<file path="config.mk">
export PLATFORM = sky130hd
export DESIGN_NAME = bsg_dramsim3_req_arbiter_flat
export DESIGN_NICKNAME = d
export VERILOG_FILES = /design/src/rtl/bsg_dramsim3_pkg.sv /design/src/rtl/bsg_dramsim3_req_arbiter_if.sv /design/src/rtl/bsg_arb_round_robin.sv /design/src/rtl/bsg_dramsim3_req_arbiter.sv /design/src/flat_wrapper.sv
export SDC_FILE = /design/constraint.sdc
export NUM_CORES = 1
export LEC_CHECK = 0
export CORE_UTILIZATION = 48
export CTS_CLUSTER_SIZE = 10
export DETAILED_ROUTE_END_ITERATION = 8
export HOLD_SLACK_MARGIN = 0.02
export PLACE_DENSITY = 0.78
export RECOVER_POWER = 25
export REMOVE_ABC_BUFFERS = 1
export SKIP_CTS_REPAIR_TIMING = 1
export SYNTH_ARGS = -nofsm -noshare
export SYNTH_HDL_FRONTEND = slang
export SYNTH_SLANG_ARGS = --single-unit
</file>
<file path="constraint.sdc">
create_clock -name clk_i -period 3.46 [get_ports clk_i]
set_input_delay 0.346 -clock clk_i [delete_from_list [all_inputs] [get_ports clk_i]]
set_output_delay 0.346 -clock clk_i [all_outputs]
set_load 0.03 [all_outputs]
</file>
<file path="src/rtl/bsg_dramsim3_pkg.sv">
// rtl/bsg_dramsim3_pkg.sv - shared FSM state and read-table entry types for the request arbiter
`ifndef BSG_DRAMSIM3_PKG_SV
`define BSG_DRAMSIM3_PKG_SV

// The entry widths depend on module parameters, so the struct is stamped out where it is used.
`define BSG_DRAMSIM3_READ_ENTRY_S(addr_width_mp, id_width_mp) \
  typedef struct packed { \
    logic                     v; \
    logic [addr_width_mp-1:0] addr; \
    logic [id_width_mp-1:0]   id; \
  } bsg_dramsim3_read_entry_s

package bsg_dramsim3_pkg;

  typedef enum logic [0:0] {
    eIdle  = 1'b0,
    eIssue = 1'b1
  } arb_state_e;

endpackage

`endif

</file>
<file path="src/rtl/bsg_dramsim3_req_arbiter_if.sv">
// rtl/bsg_dramsim3_req_arbiter_if.sv - requester, channel and response signals of the request arbiter
interface bsg_dramsim3_req_arbiter_if
  import bsg_dramsim3_pkg::*;
#(
  parameter int num_req_p            = 4,
  parameter int channel_addr_width_p = 16,
  parameter int data_width_p         = 32
);
  localparam int mask_width_lp = data_width_p / 8;

  logic [num_req_p-1:0]                           req_v_i;
  logic [num_req_p-1:0]                           req_write_not_read_i;
  logic [num_req_p-1:0][channel_addr_width_p-1:0] req_addr_i;
  logic [num_req_p-1:0][data_width_p-1:0]         req_data_i;
  logic [num_req_p-1:0][mask_width_lp-1:0]        req_mask_i;
  logic [num_req_p-1:0]                           req_yumi_o;

  logic                            ch_v_o;
  logic                            ch_write_not_read_o;
  logic                            ch_data_v_o;
  logic [channel_addr_width_p-1:0] ch_addr_o;
  logic [data_width_p-1:0]         ch_data_o;
  logic [mask_width_lp-1:0]        ch_mask_o;
  logic                            ch_yumi_i;

  logic                            ch_data_v_i;
  logic [data_width_p-1:0]         ch_data_i;
  logic [channel_addr_width_p-1:0] ch_read_done_addr_i;

  logic [num_req_p-1:0]            resp_v_o;
  logic [data_width_p-1:0]         resp_data_o;
  logic [channel_addr_width_p-1:0] resp_addr_o;
  logic                            unmatched_o;

  modport slave (
    input  req_v_i, req_write_not_read_i, req_addr_i, req_data_i, req_mask_i,
    output req_yumi_o,
    output ch_v_o, ch_write_not_read_o, ch_data_v_o, ch_addr_o, ch_data_o, ch_mask_o,
    input  ch_yumi_i, ch_data_v_i, ch_data_i, ch_read_done_addr_i,
    output resp_v_o, resp_data_o, resp_addr_o, unmatched_o
  );

  modport master (
    output req_v_i, req_write_not_read_i, req_addr_i, req_data_i, req_mask_i,
    input  req_yumi_o,
    input  ch_v_o, ch_write_not_read_o, ch_data_v_o, ch_addr_o, ch_data_o, ch_mask_o,
    output ch_yumi_i, ch_data_v_i, ch_data_i, ch_read_done_addr_i,
    input  resp_v_o, resp_data_o, resp_addr_o, unmatched_o
  );

endinterface

</file>
<file path="src/rtl/bsg_arb_round_robin.sv">
// rtl/bsg_arb_round_robin.sv - combinational round-robin pick starting at ptr_i
module bsg_arb_round_robin
  import bsg_dramsim3_pkg::*;
#(
  parameter  int width_p     = 4,
  localparam int lg_width_lp = $clog2(width_p)
) (
  input  logic [width_p-1:0]     reqs_i,
  input  logic [lg_width_lp-1:0] ptr_i,
  output logic                   v_o,
  output logic [lg_width_lp-1:0] grant_id_o
);

  int idx;

  // Scan farthest-to-nearest so the requester closest to ptr_i is the last one written.
  always_comb begin
    v_o        = 1'b0;
    grant_id_o = '0;
    idx        = 0;
    for (int i = width_p - 1; i >= 0; i--) begin
      idx = int'(ptr_i) + i;
      if (idx >= width_p) idx = idx - width_p;
      if (reqs_i[lg_width_lp'(idx)]) begin
        v_o        = 1'b1;
        grant_id_o = lg_width_lp'(idx);
      end
    end
  end

endmodule

</file>
<file path="src/rtl/bsg_dramsim3_req_arbiter.sv">
// rtl/bsg_dramsim3_req_arbiter.sv - round-robin arbiter of N requesters onto one dramsim3 channel
// with an outstanding-read table that routes read returns back to their requester.
module bsg_dramsim3_req_arbiter
  import bsg_dramsim3_pkg::*;
#(
  parameter int num_req_p            = 4,
  parameter int channel_addr_width_p = 16,
  parameter int data_width_p         = 32,
  parameter int read_table_els_p     = 8
) (
  input  logic                       clk_i,
  input  logic                       reset_i,
  bsg_dramsim3_req_arbiter_if.slave  io
);

  localparam int lg_req_lp      = $clog2(num_req_p);
  localparam int lg_els_lp      = (read_table_els_p > 1) ? $clog2(read_table_els_p) : 1;
  localparam int count_width_lp = $clog2(read_table_els_p + 1);

  `BSG_DRAMSIM3_READ_ENTRY_S(channel_addr_width_p, lg_req_lp);

  arb_state_e                  state_q, state_d;
  logic [lg_req_lp-1:0]        rr_ptr_q, rr_ptr_d;
  logic [lg_req_lp-1:0]        winner_q, winner_d;
  logic [count_width_lp-1:0]   count_q, count_d;
  bsg_dramsim3_read_entry_s    table_q [read_table_els_p];
  bsg_dramsim3_read_entry_s    table_d [read_table_els_p];

  logic                        table_full;
  logic [num_req_p-1:0]        hazard, eligible;
  logic                        arb_v;
  logic [lg_req_lp-1:0]        arb_id;
  logic [read_table_els_p-1:0] match;
  logic                        match_v;
  logic [lg_req_lp-1:0]        match_id;
  logic [lg_els_lp-1:0]        alloc_idx;
  logic                        alloc, issue;

  assign table_full = (count_q == count_width_lp'(read_table_els_p));

  // Reads wait while the table is full or their address is already in flight, so at most
  // one table entry can ever match a given return address.
  always_comb begin
    hazard   = '0;
    eligible = '0;
    for (int r = 0; r < num_req_p; r++) begin
      for (int e = 0; e < read_table_els_p; e++) begin
        if (table_q[e].v && (table_q[e].addr == io.req_addr_i[r])) hazard[r] = 1'b1;
      end
      eligible[r] = io.req_v_i[r] & (io.req_write_not_read_i[r] | ~(table_full | hazard[r]));
    end
  end

  bsg_arb_round_robin #(.width_p(num_req_p)) rr_arb (
    .reqs_i     (eligible),
    .ptr_i      (rr_ptr_q),
    .v_o        (arb_v),
    .grant_id_o (arb_id)
  );

  always_comb begin
    match    = '0;
    match_id = '0;
    for (int e = 0; e < read_table_els_p; e++) begin
      match[e] = io.ch_data_v_i & table_q[e].v & (table_q[e].addr == io.ch_read_done_addr_i);
      if (match[e]) match_id = match_id | table_q[e].id;
    end
  end
  assign match_v = |match;

  always_comb begin
    alloc_idx = '0;
    for (int e = read_table_els_p - 1; e >= 0; e--) begin
      if (!table_q[e].v) alloc_idx = lg_els_lp'(e);
    end
  end

  always_comb begin
    state_d  = state_q;
    winner_d = winner_q;
    rr_ptr_d = rr_ptr_q;
    alloc    = 1'b0;
    issue    = 1'b0;
    unique case (state_q)
      eIdle: begin
        if (arb_v) begin
          winner_d = arb_id;
          state_d  = eIssue;
        end
      end
      eIssue: begin
        issue = 1'b1;
        if (io.ch_yumi_i) begin
          rr_ptr_d = (winner_q == lg_req_lp'(num_req_p - 1)) ? '0 : winner_q + lg_req_lp'(1);
          alloc    = ~io.req_write_not_read_i[winner_q];
          state_d  = eIdle;
        end
      end
      default: state_d = eIdle;
    endcase
  end

  // The freed entry still reads valid in table_q, so alloc_idx never lands on it this cycle.
  always_comb begin
    table_d = table_q;
    for (int e = 0; e < read_table_els_p; e++) begin
      if (match[e]) table_d[e].v = 1'b0;
    end
    if (alloc) begin
      table_d[alloc_idx].v    = 1'b1;
      table_d[alloc_idx].addr = io.req_addr_i[winner_q];
      table_d[alloc_idx].id   = winner_q;
    end
  end

  assign count_d = count_q + count_width_lp'(alloc) - count_width_lp'(match_v);

  always_ff @(posedge clk_i) begin
    if (reset_i) begin
      state_q  <= eIdle;
      rr_ptr_q <= '0;
      winner_q <= '0;
      count_q  <= '0;
      for (int e = 0; e < read_table_els_p; e++) table_q[e] <= '0;
    end else begin
      state_q  <= state_d;
      rr_ptr_q <= rr_ptr_d;
      winner_q <= winner_d;
      count_q  <= count_d;
      table_q  <= table_d;
    end
  end

  assign io.ch_v_o              = issue & ~reset_i;
  assign io.ch_write_not_read_o = io.req_write_not_read_i[winner_q];
  assign io.ch_data_v_o         = issue & ~reset_i & io.req_write_not_read_i[winner_q];
  assign io.ch_addr_o           = io.req_addr_i[winner_q];
  assign io.ch_data_o           = io.req_data_i[winner_q];
  assign io.ch_mask_o           = io.req_mask_i[winner_q];
  assign io.req_yumi_o          = (issue & io.ch_yumi_i & ~reset_i)
                                  ? (num_req_p'(1) << winner_q) : '0;

  assign io.resp_v_o    = (match_v & ~reset_i) ? (num_req_p'(1) << match_id) : '0;
  assign io.resp_data_o = io.ch_data_i;
  assign io.resp_addr_o = io.ch_read_done_addr_i;
  assign io.unmatched_o = io.ch_data_v_i & ~match_v & ~reset_i;

endmodule

</file>
<file path="src/flat_wrapper.sv">
// flat-port wrapper written by rule: the top's interface ports become plain ports
module bsg_dramsim3_req_arbiter_flat import bsg_dramsim3_pkg::*;
#(
  parameter int num_req_p            = 4,
  parameter int channel_addr_width_p = 16,
  parameter int data_width_p         = 32,
  parameter int read_table_els_p     = 8
)
  (clk_i, reset_i, io_req_v_i, io_req_write_not_read_i, io_req_addr_i, io_req_data_i, io_req_mask_i, io_req_yumi_o, io_ch_v_o, io_ch_write_not_read_o, io_ch_data_v_o, io_ch_addr_o, io_ch_data_o, io_ch_mask_o, io_ch_yumi_i, io_ch_data_v_i, io_ch_data_i, io_ch_read_done_addr_i, io_resp_v_o, io_resp_data_o, io_resp_addr_o, io_unmatched_o);
  bsg_dramsim3_req_arbiter_if #(.num_req_p(num_req_p), .channel_addr_width_p(channel_addr_width_p), .data_width_p(data_width_p)) io_i ();
  input  logic clk_i;
  input  logic reset_i;
  input wire logic [$bits(io_i.req_v_i)-1:0] io_req_v_i;
  input wire logic [$bits(io_i.req_write_not_read_i)-1:0] io_req_write_not_read_i;
  input wire logic [$bits(io_i.req_addr_i)-1:0] io_req_addr_i;
  input wire logic [$bits(io_i.req_data_i)-1:0] io_req_data_i;
  input wire logic [$bits(io_i.req_mask_i)-1:0] io_req_mask_i;
  output wire logic [$bits(io_i.req_yumi_o)-1:0] io_req_yumi_o;
  output wire logic [$bits(io_i.ch_v_o)-1:0] io_ch_v_o;
  output wire logic [$bits(io_i.ch_write_not_read_o)-1:0] io_ch_write_not_read_o;
  output wire logic [$bits(io_i.ch_data_v_o)-1:0] io_ch_data_v_o;
  output wire logic [$bits(io_i.ch_addr_o)-1:0] io_ch_addr_o;
  output wire logic [$bits(io_i.ch_data_o)-1:0] io_ch_data_o;
  output wire logic [$bits(io_i.ch_mask_o)-1:0] io_ch_mask_o;
  input wire logic [$bits(io_i.ch_yumi_i)-1:0] io_ch_yumi_i;
  input wire logic [$bits(io_i.ch_data_v_i)-1:0] io_ch_data_v_i;
  input wire logic [$bits(io_i.ch_data_i)-1:0] io_ch_data_i;
  input wire logic [$bits(io_i.ch_read_done_addr_i)-1:0] io_ch_read_done_addr_i;
  output wire logic [$bits(io_i.resp_v_o)-1:0] io_resp_v_o;
  output wire logic [$bits(io_i.resp_data_o)-1:0] io_resp_data_o;
  output wire logic [$bits(io_i.resp_addr_o)-1:0] io_resp_addr_o;
  output wire logic [$bits(io_i.unmatched_o)-1:0] io_unmatched_o;
  assign io_i.req_v_i = io_req_v_i;
  assign io_i.req_write_not_read_i = io_req_write_not_read_i;
  assign io_i.req_addr_i = io_req_addr_i;
  assign io_i.req_data_i = io_req_data_i;
  assign io_i.req_mask_i = io_req_mask_i;
  assign io_req_yumi_o = io_i.req_yumi_o;
  assign io_ch_v_o = io_i.ch_v_o;
  assign io_ch_write_not_read_o = io_i.ch_write_not_read_o;
  assign io_ch_data_v_o = io_i.ch_data_v_o;
  assign io_ch_addr_o = io_i.ch_addr_o;
  assign io_ch_data_o = io_i.ch_data_o;
  assign io_ch_mask_o = io_i.ch_mask_o;
  assign io_i.ch_yumi_i = io_ch_yumi_i;
  assign io_i.ch_data_v_i = io_ch_data_v_i;
  assign io_i.ch_data_i = io_ch_data_i;
  assign io_i.ch_read_done_addr_i = io_ch_read_done_addr_i;
  assign io_resp_v_o = io_i.resp_v_o;
  assign io_resp_data_o = io_i.resp_data_o;
  assign io_resp_addr_o = io_i.resp_addr_o;
  assign io_unmatched_o = io_i.unmatched_o;
  bsg_dramsim3_req_arbiter #(.num_req_p(num_req_p), .channel_addr_width_p(channel_addr_width_p), .data_width_p(data_width_p), .read_table_els_p(read_table_els_p)) u_core (.clk_i(clk_i), .reset_i(reset_i), .io(io_i));
endmodule
</file>
==> run metrics <==
met3 routed wirelength=about 13000 um; Final Critical Period=3.54 ns; clock skew=roughly 0.009 ns; row count=66; Flop pwr share=a little under a third; Buffers on Ports=approximately 320; cells after synthesis=1916; status=finished with violations; First DRT Iteration DRCs=2405; placed cells=between 2k and 3k; vias per cell=between 6 and 7; setup violators final=2; pre-CTS setup slack=-0.275 ns; detailed-placement wirelength estimate=about 62000 um; violated checks=setup timing; drt pass-1 iters=5; combinational share of power=a little over a third; Critical Path Sink Type=output port; cts bufs inserted=17; switching power=a little over 2 mW; Tot Pwr=~6.2 mW; clk_lat worst skew=between 0.4 and 0.5 ns; Worst Path Arrival=3.19 ns; ys async rst share=0%; Least-Margin Pin Slew=about 0.97 ns; GPL Wtd Cong=1.11; internal power=4.18 mW; Setup Crit Path Kind=in2out; final net count=2494; Area Overhead vs Synth=36.5%; share of cells above drive strength 1=between 10% and 20%; CP Max Fanout=8; Post-synth top flop=dfxtp_1; # DRC=0; Met2 Wirelength=about 33000 um; Via Count=roughly 17k; placed cell areas=20800 um2; TritonCTS clock tree=done; clk slew on worst S/H paths=~0.060 ns; Pins Over Slew Limit=0; Clock power frac=33.1%; met1 WL=roughly 28000 um; WP data required=slightly above 3 ns; first-pass GRT wire length=around 110000 um; CTS HTree Levels=4; CP Launch Type=input pin; Fmax=between 200 and 300 MHz; antenna violations before repair=3; synthesized area per cell=8.32 um2; DRT antenna net count=0; clock tree buffer depth=2; final instance area=21800 um2; full die area=between 30000 and 40000 um2; I/O pins=380; hold_ws=0.469 ns; root buf cell=clkbuf_16; post-synthesis sequential area ratio=20.2%; max layer used=met5; Leakage=~8.5 nW; Core Area=32600 um2; Initial Util=between 40% and 50%; worst hold path class=reg2reg; setup_tns=-0.0891 ns; vias in the first global route=roughly 16k; pwr dens=~290 nW/um2; Post-Layout Cell Count=2673; Rel. slew slack=34.6%; FF+latch count, synth=161; total congestion overflow=0; post-DR wirelength/cell=31.0 um; Routed WL=between 80000 and 90000 um; Max VDD drop=0.294 mV; fin crit share=102%; final hold violation count=0; Die H=184 um; final core occ=about two thirds; Die Wd=roughly 180 um; largest net degree at the start of global routing=around 120; post-synthesis instance area=around 16000 um2; Net Sw Frac=32.9%; max cap viols=0; EDFF count, synth=0; GRT Total Usage=between 40% and 50%; Synth warnings=0; clock sink count=approximately 160; smallest setup slack after layout=-0.0797 ns; post-synth cell types=52
## power by group through the flow
| stage | Sequential [mW] | Clock (mW) | Combinational [mW] |
|---|---|---|---|
| after CTS | 1.90 | 2.07 | 2.16 |
| final | 1.91 | 2.07 | 2.27 |
| after global routing | 1.91 | 2.15 | 2.31 |
| after global placement | 1.94 | 0 | 2.12 |
| after detailed placement | 1.94 | 0 | 2.15 |
| after floorplan | 1.98 | 0 | 0.818 |
## cells in the final DEF, fill, tap and decap left out, drive strengths merged, types with 12 or more instances in the layout
cell and count:
clkbuf 23, nor4 93, nand3 40, mux2i 90, nor2 110, a21oi 66
xnor2 331, buf 301, nor3 24, nand4 80, dfxtp 161, inv 16
dlygate4sd3 12, xor2 311, nand2 135, mux4 53, clkdlybuf4s50 287
## cell families (layout without fill, tap and decap cells)
| kind of cell | count (synthesis) | in the layout | synth area share (%) |
|---|---|---|---|
| simple gates | 515 | 515 | 16.4 |
| compound gates | 101 | 101 | 3.77 |
| fa+ha+maj | 10 | 10 | 0.832 |
| flops | 161 | 161 | 20.2 |
| mux | 143 | 143 | 13.2 |
| buf+inv | 344 | 657 | 10.4 |
| xor+xnor | 642 | 642 | 35.3 |
| other cells | 0 | 2 | 0 |
## routing by layer
layer	vias up	track usage, %
li1	6889	-
met1	7880	56.9
met2	1640	67.9
met3	531	20.2
met4	4	37.5
met5	-	0.444
## synth_stat cells (all sizes together), types with 2 or more instances
| library cell | n | area (um2) |
|---|---|---|
| nand3 | 40 | 213 |
| xor2 | 311 | 2720 |
| mux2i | 90 | 901 |
| nor2b | 5 | 31.3 |
| nand2b | 6 | 37.5 |
| nor2 | 110 | 458 |
| clkbuf | 210 | 788 |
| a22o | 5 | 43.8 |
| a21oi | 66 | 330 |
| buf | 118 | 802 |
| nor4 | 93 | 582 |
| nor3b | 3 | 22.5 |
| nor3 | 24 | 130 |
| a311oi | 4 | 35.0 |
| ha | 9 | 113 |
| dfxtp | 161 | 3220 |
| mux4 | 53 | 1200 |
| or4 | 5 | 37.5 |
| xnor2 | 331 | 2900 |
| a32oi | 2 | 17.5 |
| nand2 | 135 | 507 |
| or3 | 2 | 12.5 |
| a22oi | 6 | 45.0 |
| and2 | 2 | 12.5 |
| o22ai | 5 | 31.3 |
| a221oi | 2 | 17.5 |
| nand4 | 80 | 500 |
| inv | 16 | 60.1 |
| and3 | 7 | 43.8 |
| o21ai | 3 | 15.0 |
## critical path, cell delays in order
cell and delay, ns:
clkdlybuf4s50_1 0.51, buf_12 0.15, xnor2_1 0.12, nand4_1 0.11
or4_1 0.52, nor4_1 0.36, buf_4 0.20, buf_4 0.11
a22oi_1 0.07, and3_4 0.20, nor4_2 0.27, buf_4 0.21
## final cells by class
cell class,instances,area (um2)
multi-input combinational,1411,11200
fill,2643,10900
timing repair buffer,609,6130
sequential,161,3230
tap,442,553
clock buffer,23,478
clock inverter,9,154
inverter,16,60.1
antenna,2,5.00
## final timing paths
kind,startpoint,end,slack (ns),cells after the start
worst max-delay path,io_ch_read_done_addr_i[6],io_resp_v_o[3],-0.08,12
worst min-delay path,flip-flop,flip-flop,0.47,2
worst max register to register,flip-flop,u_core.count_q[2]$_SDFF_PP0_,0.08,14
worst min register to register,flip-flop,flip-flop,0.47,2
No activity file was read; power rests on OpenSTA's default activity.
==> RTL change, RTL diff (config.mk and constraints unchanged) <==
`channel_addr_width_p` is set to 16 in 3 places; all go to 17.
--- a/src/rtl/bsg_dramsim3_req_arbiter_if.sv
+++ b/src/rtl/bsg_dramsim3_req_arbiter_if.sv
@@ -3,7 +3,7 @@
   import bsg_dramsim3_pkg::*;
 #(
   parameter int num_req_p            = 4,
-  parameter int channel_addr_width_p = 16,
+  parameter int channel_addr_width_p = 17,
   parameter int data_width_p         = 32
 );
   localparam int mask_width_lp = data_width_p / 8;
--- a/src/rtl/bsg_dramsim3_req_arbiter.sv
+++ b/src/rtl/bsg_dramsim3_req_arbiter.sv
@@ -4,7 +4,7 @@
   import bsg_dramsim3_pkg::*;
 #(
   parameter int num_req_p            = 4,
-  parameter int channel_addr_width_p = 16,
+  parameter int channel_addr_width_p = 17,
   parameter int data_width_p         = 32,
   parameter int read_table_els_p     = 8
 ) (
--- a/src/flat_wrapper.sv
+++ b/src/flat_wrapper.sv
@@ -2,7 +2,7 @@
 module bsg_dramsim3_req_arbiter_flat import bsg_dramsim3_pkg::*;
 #(
   parameter int num_req_p            = 4,
-  parameter int channel_addr_width_p = 16,
+  parameter int channel_addr_width_p = 17,
   parameter int data_width_p         = 32,
   parameter int read_table_els_p     = 8
 )
Interface: changed (resized io_ch_addr_o, io_ch_read_done_addr_i, io_req_addr_i and io_resp_addr_o); port bits go from 380 to 387. No check against the original RTL was run, so the function may have changed too.
==> RTL change against the unedited design <==
Synthesized area grew 5.7%. Largest power group unchanged. Non-clock buffer count grew 8. Final area grew 2.1%. Maximum frequency grew 4.6%. Clock power grew 3%. Sequential cell count grew 8. Routed wire length grew 7.7%. Worst setup slack gained 160 ps. Power grew 3.4%.
==> RTL change: results (changes against the unedited design) <==
The cell count after synthesis is 1984 (+3.5%). The power in combinational cells is 2.31 mW (+2%). The number of distinct library cells after synthesis is 47 (-9.6%). The maximum ir drop on the vdd rail came out at 0.3898 mV (+32%). The total half-perimeter wirelength after legalization and detailed placement came out at 69480 µm (+11%). The commonest cells after synthesis are sky130_fd_sc_hd__xnor2_1, sky130_fd_sc_hd__xor2_1, sky130_fd_sc_hd__clkbuf_1. The pre-CTS setup slack was -174.0 ps (+101.4 ps). The highest signal layer in the routed design is met4. The global-route wire length before repair came to 123400 µm (+7.8%).

The share of final-layout standard cells stronger than drive strength 1 came to 0.1786 (-0.004935). The actual slew at the worst max-slew pin is 994.4 ps (+20.12 ps). The met2 wire length came out at 36870 µm (+12%). The sum of routed wire segments on met1 was 33970 µm (+20%). The number of iterations in the first detailed-routing pass came out at 9 (+4).

The placer's final routability congestion estimate came out at 1.100 (-0.73%). The critical path ends at io_resp_v_o[3]. The met3 wire length came out at 12780 µm (-3.3%). The number of placed instances, taps included is 2708 (+3.8%).

The nature of the critical path startpoint is a flop. The final hold slack came to 477.0 ps (+7.967 ps). Sorting the synthesized cells by area gives the leading types as sky130_fd_sc_hd__xnor2_1, sky130_fd_sc_hd__dfxtp_1, sky130_fd_sc_hd__xor2_1, sky130_fd_sc_hd__mux4_2, sky130_fd_sc_hd__mux2i_1. The power drawn by the clock network came out at 2.13 mW (+3%).

The arrival time at the worst endpoint came out at 3040 ps (-150 ps). The number of buffers on the longest clock path is 2 (unchanged). The run finished with clean final reports.

The initial DRC count is 2627 (+9.2%). The total via count in the routed design came to 17240 (+1.7%). The largest net degree at the start of global routing came to 124 (+6.0%). The end of the worst register-to-register path is u_core.winner_q[1]$_SDFFE_PP0P_. The total clock sinks was 169 (+5.0%). The insertion delay to the later sink of the worst-skew pair is 470 ps (+30 ps).

The initial antenna violation count came out at 0 (-3). The detailed-route wire length per cell is 32.54 µm (+5.0%). The number of I/O port buffers came to 322 (+2.2%). The proportion of synthesized chip area in sequential cells came out at 0.2008 (-0.001319). The worst clock skew came to 20.89 ps (+11.88 ps).

The part of the power in the clock network is 0.330 (about the same). The number of non-filler instances in the completed layout came out at 2740 (+2.5%). The overall global routing resource usage came out at 0.4914 (+0.01186). The worst-path maximum fanout came to 4 (-4).
-- RTL change: area by class of cell --
class | instances | area (µm²)
Timing Repair Buffer | 617 | 5961
Clock inverter | 15 | 202.7
Clock buffer | 17 | 425.4
Inverter | 19 | 71.32
Tap cell | 455 | 569.3
Fill cell | 2914 | 12330
Sequential cell | 169 | 3398
Multi-Input combinational cell | 1448 | 11580
-- RTL change: worst max-delay path, stage by stage (launching register included) --
cell and delay (ps):
sky130_fd_sc_hd__dfxtp_1 500, sky130_fd_sc_hd__buf_4 260, sky130_fd_sc_hd__xnor2_1 150, sky130_fd_sc_hd__nand4_1 230
sky130_fd_sc_hd__nor4_2 380, sky130_fd_sc_hd__buf_4 190, sky130_fd_sc_hd__nor4_1 50, sky130_fd_sc_hd__nand2_1 160
sky130_fd_sc_hd__buf_4 150, sky130_fd_sc_hd__inv_1 40, sky130_fd_sc_hd__nor4_1 260, sky130_fd_sc_hd__buf_4 210
-- RTL change: how the worst min path moves through the flow --
stage	startpoint	end	depth (start not counted)
final	flop	flop	2
after global routing	flop	flop	2
after CTS	flop	flop	2
after detailed placement	flop	flop	2
after global placement	flop	flop	2
after floorplan	reset_i	u_core.count_q[1]$_SDFF_PP0_	1
-- RTL change: cell families (layout without fill, tap and decap cells) --
kind of cell             Yosys count  count (layout)  synth area share
XOR/XNOR                         682             682            0.3546
AND/OR/NAND/NOR                  508             508            0.1535
buffers and inverters            367             668            0.1123
flip-flops                       169             169            0.2008
multiplexers                     168             168            0.1399
AO/OA/AOI/OAI                     80              80           0.03090
adder cells (fa/ha/maj)           10              10          0.007874
-- RTL change: routing by layer --
layer  GRT usage  vias to the layer above
met5     0.02335                        -
met2      0.7083                     1455
met4      0.2664                        0
met1      0.6320                     8336
li1            -                     7111
met3      0.1783                      333
